==> config.mk <==
export PLATFORM = sky130hd
export DESIGN_NAME = accumulator_unit_flat
export DESIGN_NICKNAME = d
export VERILOG_FILES = /design/src/rtl/accumulator_unit_if.sv /design/src/rtl/accumulator_unit.sv /design/src/flat_wrapper.sv
export SDC_FILE = /design/constraint.sdc
export NUM_CORES = 1
export LEC_CHECK = 0
export CAP_MARGIN = 10
export CORE_MARGIN = 3
export CORE_UTILIZATION = 40
export DETAILED_ROUTE_END_ITERATION = 12
export SLEW_MARGIN = 20
export SYNTH_ARGS = -nofsm -noshare
export SYNTH_HDL_FRONTEND = slang
export SYNTH_SLANG_ARGS = --single-unit
==> constraint.sdc <==
create_clock -name clk -period 3.2 [get_ports clk]
set_input_delay 0.48 -clock clk [delete_from_list [all_inputs] [get_ports clk]]
set_output_delay 0.48 -clock clk [all_outputs]
set_load 0.01 [all_outputs]
==> src/rtl/accumulator_unit_if.sv <==
// Bus between the control unit and the accumulator execute stage: operation
// request (start/opcode/operands) and the ACC/flag/strobe results.
interface accumulator_unit_if #(
   parameter int word_size   = 8,
   parameter int opcode_size = 4
);
   logic                   start;
   logic [opcode_size-1:0] opcode;
   logic [word_size-1:0]   reg_data;
   logic [word_size-1:0]   imm;
   logic [word_size-1:0]   acc_out;
   logic                   load_reg;
   logic                   busy;
   logic                   done;
   logic                   zero_flag;
   logic                   carry_flag;

   modport master (
      output start, opcode, reg_data, imm,
      input  acc_out, load_reg, busy, done, zero_flag, carry_flag
   );

   modport slave (
      input  start, opcode, reg_data, imm,
      output acc_out, load_reg, busy, done, zero_flag, carry_flag
   );
endinterface

==> src/rtl/accumulator_unit.sv <==
// Accumulator/ALU execute stage: single-cycle ALU ops on ACC and an
// iterative shift-add multiply sequenced by a two-state FSM.
module accumulator_unit #(
   parameter int word_size   = 8,
   parameter int opcode_size = 4
) (
   input logic          clk,
   input logic          rst,
   accumulator_unit_if.slave bus
);
   localparam int cnt_w = $clog2(word_size);
   localparam logic [cnt_w-1:0] LAST_ITER = cnt_w'(word_size - 1);

   localparam logic [opcode_size-1:0] OP_LDR  = opcode_size'(1);
   localparam logic [opcode_size-1:0] OP_LDI  = opcode_size'(2);
   localparam logic [opcode_size-1:0] OP_STR  = opcode_size'(3);
   localparam logic [opcode_size-1:0] OP_ADD  = opcode_size'(4);
   localparam logic [opcode_size-1:0] OP_SUB  = opcode_size'(5);
   localparam logic [opcode_size-1:0] OP_AND  = opcode_size'(6);
   localparam logic [opcode_size-1:0] OP_OR   = opcode_size'(7);
   localparam logic [opcode_size-1:0] OP_XOR  = opcode_size'(8);
   localparam logic [opcode_size-1:0] OP_NOT  = opcode_size'(9);
   localparam logic [opcode_size-1:0] OP_SHL  = opcode_size'(10);
   localparam logic [opcode_size-1:0] OP_SHR  = opcode_size'(11);
   localparam logic [opcode_size-1:0] OP_MUL  = opcode_size'(12);
   localparam logic [opcode_size-1:0] OP_ADDI = opcode_size'(13);

   typedef enum logic {IDLE, MUL} state_t;

   state_t                 state, state_next;
   logic [word_size-1:0]   acc, acc_next;
   logic [word_size-1:0]   mplier, mplier_next;
   logic [2*word_size-1:0] mcand, mcand_next;
   logic [2*word_size-1:0] product, product_next;
   logic [2*word_size-1:0] prod_step;
   logic [cnt_w-1:0]       count, count_next;
   logic                   zero, zero_next;
   logic                   carry, carry_next;
   logic                   done_r, done_next;
   logic                   load_r, load_next;
   logic                   acc_wr;
   logic [word_size:0]     sum_reg, sum_imm, diff;

   assign sum_reg   = {1'b0, acc} + {1'b0, bus.reg_data};
   assign sum_imm   = {1'b0, acc} + {1'b0, bus.imm};
   assign diff      = {1'b0, acc} - {1'b0, bus.reg_data};
   // Multiplier bits are consumed LSB first while the multiplicand shifts up
   assign prod_step = product + (mplier[0] ? mcand : '0);

   always_ff @(posedge clk) begin
      if (rst) begin
         state   <= IDLE;
         acc     <= '0;
         mplier  <= '0;
         mcand   <= '0;
         product <= '0;
         count   <= '0;
         zero    <= 1'b0;
         carry   <= 1'b0;
         done_r  <= 1'b0;
         load_r  <= 1'b0;
      end else begin
         state   <= state_next;
         acc     <= acc_next;
         mplier  <= mplier_next;
         mcand   <= mcand_next;
         product <= product_next;
         count   <= count_next;
         zero    <= zero_next;
         carry   <= carry_next;
         done_r  <= done_next;
         load_r  <= load_next;
      end
   end

   always_comb begin
      state_next   = state;
      acc_next     = acc;
      mplier_next  = mplier;
      mcand_next   = mcand;
      product_next = product;
      count_next   = count;
      zero_next    = zero;
      carry_next   = carry;
      done_next    = 1'b0;
      load_next    = 1'b0;
      acc_wr       = 1'b0;
      case (state)
         IDLE: begin
            if (bus.start) begin
               if (bus.opcode == OP_MUL) begin
                  mcand_next   = {{word_size{1'b0}}, bus.reg_data};
                  mplier_next  = acc;
                  product_next = '0;
                  count_next   = '0;
                  state_next   = MUL;
               end else begin
                  done_next = 1'b1;
                  case (bus.opcode)
                     OP_LDR:  begin acc_next = bus.reg_data; acc_wr = 1'b1; end
                     OP_LDI:  begin acc_next = bus.imm; acc_wr = 1'b1; end
                     OP_STR:  load_next = 1'b1;
                     OP_ADD:  begin {carry_next, acc_next} = sum_reg; acc_wr = 1'b1; end
                     OP_ADDI: begin {carry_next, acc_next} = sum_imm; acc_wr = 1'b1; end
                     OP_SUB:  begin {carry_next, acc_next} = diff; acc_wr = 1'b1; end
                     OP_AND:  begin acc_next = acc & bus.reg_data; carry_next = 1'b0; acc_wr = 1'b1; end
                     OP_OR:   begin acc_next = acc | bus.reg_data; carry_next = 1'b0; acc_wr = 1'b1; end
                     OP_XOR:  begin acc_next = acc ^ bus.reg_data; carry_next = 1'b0; acc_wr = 1'b1; end
                     OP_NOT:  begin acc_next = ~acc; carry_next = 1'b0; acc_wr = 1'b1; end
                     OP_SHL:  begin carry_next = acc[word_size-1]; acc_next = {acc[word_size-2:0], 1'b0}; acc_wr = 1'b1; end
                     OP_SHR:  begin carry_next = acc[0]; acc_next = {1'b0, acc[word_size-1:1]}; acc_wr = 1'b1; end
                     default: ;
                  endcase
                  if (acc_wr) zero_next = (acc_next == '0);
               end
            end
         end
         MUL: begin
            product_next = prod_step;
            mcand_next   = mcand << 1;
            mplier_next  = mplier >> 1;
            count_next   = count + cnt_w'(1);
            if (count == LAST_ITER) begin
               acc_next   = prod_step[word_size-1:0];
               carry_next = |prod_step[2*word_size-1:word_size];
               zero_next  = (prod_step[word_size-1:0] == '0);
               done_next  = 1'b1;
               state_next = IDLE;
            end
         end
         default: state_next = IDLE;
      endcase
   end

   assign bus.acc_out    = acc;
   assign bus.zero_flag  = zero;
   assign bus.carry_flag = carry;
   assign bus.done       = done_r;
   assign bus.load_reg   = load_r;
   assign bus.busy       = (state == MUL);
endmodule
==> src/flat_wrapper.sv <==
// flat-port wrapper written by rule: the top's interface ports become plain ports
module accumulator_unit_flat 
#(
   parameter int word_size   = 8,
   parameter int opcode_size = 4
)
  (clk, rst, bus_start, bus_opcode, bus_reg_data, bus_imm, bus_acc_out, bus_load_reg, bus_busy, bus_done, bus_zero_flag, bus_carry_flag);
  accumulator_unit_if #(.word_size(word_size), .opcode_size(opcode_size)) bus_i ();
  input logic clk;
  input logic rst;
  input wire logic [$bits(bus_i.start)-1:0] bus_start;
  input wire logic [$bits(bus_i.opcode)-1:0] bus_opcode;
  input wire logic [$bits(bus_i.reg_data)-1:0] bus_reg_data;
  input wire logic [$bits(bus_i.imm)-1:0] bus_imm;
  output wire logic [$bits(bus_i.acc_out)-1:0] bus_acc_out;
  output wire logic [$bits(bus_i.load_reg)-1:0] bus_load_reg;
  output wire logic [$bits(bus_i.busy)-1:0] bus_busy;
  output wire logic [$bits(bus_i.done)-1:0] bus_done;
  output wire logic [$bits(bus_i.zero_flag)-1:0] bus_zero_flag;
  output wire logic [$bits(bus_i.carry_flag)-1:0] bus_carry_flag;
  assign bus_i.start = bus_start;
  assign bus_i.opcode = bus_opcode;
  assign bus_i.reg_data = bus_reg_data;
  assign bus_i.imm = bus_imm;
  assign bus_acc_out = bus_i.acc_out;
  assign bus_load_reg = bus_i.load_reg;
  assign bus_busy = bus_i.busy;
  assign bus_done = bus_i.done;
  assign bus_zero_flag = bus_i.zero_flag;
  assign bus_carry_flag = bus_i.carry_flag;
  accumulator_unit #(.word_size(word_size), .opcode_size(opcode_size)) u_core (.clk(clk), .rst(rst), .bus(bus_i));
endmodule
### After elaboration in Yosys (flattened, before gate mapping)

Index checks and enable logic that the tools add are counted.

| cells by class | value |
|---|---|
| div/mod/pow operators | 0 |
| order comparisons | 0 |
| equal/unequal tests | 20 |
| add/subtract/negate cells | 5 |
| multipliers | 0 |
| bitwise operators | 6 |
| shift operators | 0 |
| mux-type cells | 44 |
| reductions and logical operators | 10 |

Operator list:

| operator | count |
|---|---|
| $pmux 8 s11 | 1 |
| $mux 16 | 5 |
| $mux 8 | 8 |
| $pmux 16 s2 | 2 |
| $pmux 8 s2 | 2 |
| $eq 4x4->1 const B | 6 |
| $add 8x8->9 | 2 |
| $mux 1 | 18 |
| $add 16x16->16 | 1 |
| $eq 4x3->1 const B | 4 |
| $logic_not 8->1 | 2 |
| $reduce_or 11->1 | 1 |
| $sub 8x8->9 | 1 |
| $and 8x8->8 | 1 |
| $eq 4x2->1 const B | 2 |
| $not 8->8 | 1 |
| $or 8x8->8 | 1 |
| $pmux 1 s2 | 4 |
| $reduce_and 4->1 | 2 |
| $reduce_or 4->1 | 2 |
| $reduce_or 8->1 | 1 |
| $xor 8x8->8 | 1 |
| $ne 7x7->1 const B | 1 |
| $mux 3 | 2 |
| other kinds (10) | 14 |

| word-level totals | value |
|---|---|
| word-level logic and storage cells | 95 |
| ROM bits | 0 |
| memories kept | 0 |
| latch bits | 0 |
| bits of input ports | 23 |
| bits in registers | 56 |
| bits in writable memories | 0 |

### Longest topological paths before layout

| depth | value |
|---|---|
| depth in word-level cells | 10 |
| depth in mapped cells | 12 |
| depth with buffers taken out | 11 |

### Worst setup path before layout

No wires, ideal clock.

| path | value |
|---|---|
| kind | register to register |
| from | register u_core.mplier[0] |
| to | register u_core.product[12] |
| stages on the path, launching flop included | 13 |
| period minus slack after synthesis | 2.860 ns |
| setup time | 0.115 ns |
| arrival | 2.745 ns |
| path buffers | 1 |
| required time | 3.085 ns |
| setup slack | 0.340 ns |
| cell sequence | dfxtp_1 -> clkbuf_1 -> and2_1 -> ha_1 -> fa_1 -> a21oi_1 -> nor2b_1 -> o21a_1 -> o2111a_1 -> or3b_2 -> xnor2_1 -> mux2i_1 -> and2_1 |

| between the ends | value |
|---|---|
| longest elaborated chain between the ends | 3 |

Ends and longest elaborated chain:

| element | RTL line | text |
|---|---|---|
| start: declaration | accumulator_unit.sv:32 | `logic [word_size-1:0] mplier, mplier_next;` |
| start signal: assignment | accumulator_unit.sv:65 | `mplier <= mplier_next;` |
| $mux 16 | accumulator_unit.sv:48 | `assign prod_step = product + (mplier[0] ? mcand : '0);` |
| $add 16x16->16 | accumulator_unit.sv:48 |  |
| $pmux 16 s2 | accumulator_unit.sv:88 | `case (state)` |
| end signal: assignment | accumulator_unit.sv:67 | `product <= product_next;` |
| end: declaration | accumulator_unit.sv:34 | `logic [2*word_size-1:0] product, product_next;` |

No other way between the ends.
A chain may end at the register's enable or synchronous reset.

### Worst setup path in the final report

| path | value |
|---|---|
| from | input port bus_imm[1] |
| to | register u_core.zero (netlist: u_core.bus.zero_flag) |

| between the ends | value |
|---|---|
| longest elaborated chain between the ends | 10 |

Ends and longest elaborated chain:

| element | RTL line | text |
|---|---|---|
| start: declaration | flat_wrapper.sv:14 | `input wire logic [$bits(bus_i.imm)-1:0] bus_imm;` |
| $add 8x8->9 | accumulator_unit.sv:45 | `assign sum_imm = {1'b0, acc} + {1'b0, bus.imm};` |
| $pmux 8 s11 (*) | accumulator_unit.sv:99 | `case (bus.opcode)` |
| $mux 8 (*) | accumulator_unit.sv:91 | `if (bus.opcode == OP_MUL) begin` |
| $mux 8 (*) | accumulator_unit.sv:90 | `if (bus.start) begin` |
| $mux 8 (*) | accumulator_unit.sv:88 |  |
| $logic_not 8->1 (*) | accumulator_unit.sv:114 | `if (acc_wr) zero_next = (acc_next == '0);` |
| $mux 1 (*) | accumulator_unit.sv:114 |  |
| $mux 1 (*) | accumulator_unit.sv:91 |  |
| $mux 1 (*) | accumulator_unit.sv:90 |  |
| $pmux 1 s2 (*) | accumulator_unit.sv:88 |  |
| end signal: assignment | accumulator_unit.sv:69 | `zero <= zero_next;` |
| end: declaration | accumulator_unit.sv:37 | `logic zero, zero_next;` |

Mark *: on every way between the ends. The rest lies on a longest branch, timed or not. The select of a mux whose other input is x is not followed.

==> flow_metrics.tcl <==
set metrics [dict create \
    setup_tns_ns 0 \
    die_x_um 121 \
    drt_iter0_drc 463 \
    fin_ws_ns 0.197 \
    clk_latency_ns 0.31 \
    path_clk_slew_ns 0.08 \
    grt_pass1_vias 5544 \
    ys_seq_elements 56 \
    p_leak_nw 2.82 \
    reg2reg_depth 10 \
    grt_max_degree 58 \
    swShare 0.340 \
    p_int_mw 1.33 \
    regToRegSetupSlack_ns 0.25 \
    max_slew_margin 0.276 \
    yosysSeqAreaShare 0.211 \
    max_freq_ghz 0.333 \
    fin_crit_ns 3.00 \
    path_class "in -> reg" \
    place_congestion 0.928 \
    reg2reg_from "u_core.mplier[0]$_SDFFE_PP0P_" \
    top_regs "u_core.mcand: 16 flops, u_core.product: 16 flops" \
    drcViolationCount 0 \
    start_util 0.416 \
    power_switching_uw 686 \
    maxSlewViolCount 0 \
    final_cell_area_mm2 0.00646 \
    vias 5732 \
    grt_overflow 0 \
    path_max_fanout 3 \
    place_ws_ns -0.251 \
    globalRouteMet3Util 0.0252 \
    grt-busiest-layer "met2" \
    pwr-share-seq 0.362 \
    grt_pass1_wl_um 29200 \
    holdPathStages 2 \
    peakVddDrop_v 0.000323 \
    antenna_cells 0 \
    core.rowCount 41 \
    hold_path_end "u_core.product[2]$_SDFFE_PP0P_" \
    hp-class "reg -> reg" \
    async_flop_share 0 \
    netlist_area_mm2 0.00531 \
    drv_cap 0 \
    crit_top_cell "nor2_1" \
    grt_use_met2 0.425 \
    use_met1 0.327 \
    max_stage_delay_ns 0.56 \
    crit_required_ns 3.42 \
    first_pass_iters 5 \
    htree_num_levels 2 \
    synth_ff_type "dfxtp_1" \
    num-fill-cells 1292 \
    cellPowerDensity_mw_per_mm2 313 \
    regToRegEndpoint "u_core.product[12]$_SDFFE_PP0P_" \
    syn_nets 821 \
    worst_slew_pin_slew_ns 1.09 \
    cts_tree "yes" \
    antenna_found_initial 0 \
    ant_nets 0 \
    yosysWarnings 0 \
    crit_chain "clkdlybuf4s50_1, ha_1, a21oi_1, o211ai_1, nor2_1, xnor2_1, nor2_1, o32a_1, or4_1, o32ai_2" \
    worstPathArrival_ns 3.23 \
    p_comb_frac 0.356 \
    placed_area_mm2 0.00627 \
    cp_slowest_cell "clkdlybuf4s50_1" \
    ctsHoldBuffers 0 \
    synth_edf_count 0 \
    hold_violations 0 \
    final_cell_mix "nor2_1 (129), a21oi_1 (88), buf_4 (78)" \
    end_kind "register" \
    clock_sinks 56 \
    ioPinCount 36 \
    syn_avg_cell_area_um2 7.13 \
    grt_use_total 0.250 \
    hpwl_um 14200 \
    finClkSkew_ns 0.0115 \
    synth.distinct_cells 67 \
    hp-start "u_core.product[2]$_SDFFE_PP0P_" \
    synthCells 745 \
    crit_family "compound AO/OA/AOI/OAI gates" \
    core_mm2 0.0128 \
    syn_to_final_growth_pct 21.7 \
    nNetsFinal 896 \
    fin_crit_sh 0.939 \
    post_drt_wl_per_cell_um 18.2 \
    clkPwrFrac 0.282 \
    io_buffers 35 \
    cts-root-buf "clkbuf_16" \
    setup_viol 0 \
    die_area_mm2 0.0147 \
    status "finished clean" \
    cts_inserted_buffers 5 \
    crit_buf_inv 1 \
    cp_num_cells 10 \
    crit_path_start_kind "input port" \
    layout-drive-gt1-share 0.128 \
    routed_wl_um 18100 \
    viasPerCell 5.77 \
    ctsLongestPathBuffers 2 \
    final_common_cell "nor2_1" \
    fp.dieH_um 121 \
]
==> cell type report <==
cell class / instances / area (um2) / area share
Timing Repair Buffer: 115 / 976 / 0.151
Clock inverter: 3 / 26.3 / 0.00407
Clock buffer: 5 / 125 / 0.0194
Inverter: 33 / 124 / 0.0192
Tap cell: 172 / 215 / 0.0333
Sequential cell: 56 / 1120 / 0.174
Multi-Input combinational cell: 609 / 3870 / 0.599
==> stage by stage <==
| step | util | power [mW] | hold WS, ns | cells |
|---|---|---|---|---|
| floorplan | - | 1.14 | 0.440 | 745 |
| global placement | 0.491 | 1.44 | 0.451 | 984 |
| detailed placement | 0.491 | 1.45 | 0.458 | 984 |
| CTS | 0.503 | 2.02 | 0.468 | 992 |
| global route | 0.506 | 2.14 | 0.492 | 993 |
| finish | 0.506 | 2.02 | 0.468 | 993 |
==> cells by family after synthesis <==
kind of cell             synth area share
AO/OA/AOI/OAI                       0.265
adder cells (fa/ha/maj)             0.131
flip-flops                          0.211
multiplexers                       0.0304
XOR/XNOR                           0.0346
buffers and inverters              0.0648
AND/OR/NAND/NOR                     0.263
==> worst min-delay path, stage by stage (launching register included) <==
cell	delay [ns]
dfxtp_1	0.32
nand2_1	0.05
a21oi_1	0.05
==> cells in the mapped netlist (12+ instances only) <==
cell type,count,area share
nor3_1,17,0.016
a21oi_1,88,0.083
nand3_1,15,0.014
o22ai_1,12,0.014
xnor2_1,15,0.025
ha_1,49,0.12
clkbuf_1,24,0.017
nor2_1,129,0.091
mux2i_1,15,0.028
inv_1,32,0.023
o21ai_0,24,0.023
dfxtp_1,56,0.21
nand2_1,58,0.041
and2_1,22,0.026
==> per-layer routing <==
layer,share of wire,up-vias
met5,0,-
met4,0.034,0
met3,0.047,40
met2,0.48,189
met1,0.44,2701
li1,-,2802
==> power by group through the flow <==
stage | sequential, mW | clock [mW] | combinational (mW)
after floorplan | 0.755 | 0 | 0.388
after global placement | 0.747 | 0 | 0.694
after detailed placement | 0.748 | 0 | 0.699
after CTS | 0.731 | 0.590 | 0.703
after global routing | 0.734 | 0.618 | 0.784
final | 0.732 | 0.570 | 0.719
==> how the worst max path moves through the flow <==
stage	startpoint	end
2_1_floorplan	u_core.mplier[0]$_SDFFE_PP0P_	u_core.product[12]$_SDFFE_PP0P_
3_3_place_gp	bus_reg_data[1]	u_core.bus.zero_flag$_SDFFE_PP0P_
3_5_place_dp	bus_reg_data[1]	u_core.bus.zero_flag$_SDFFE_PP0P_
4_1_cts	bus_reg_data[1]	u_core.bus.zero_flag$_SDFFE_PP0P_
5_1_grt	bus_reg_data[3]	u_core.bus.zero_flag$_SDFFE_PP0P_
6_report	bus_imm[1]	u_core.bus.zero_flag$_SDFFE_PP0P_
==> repair_timing <==
action                                  4_1_cts  5_1_grt
setup buffers                                 0        1
gates resized for setup                       0        8
endpoints found under the setup margin        0        2
No activity file was read; power rests on OpenSTA's default activity.
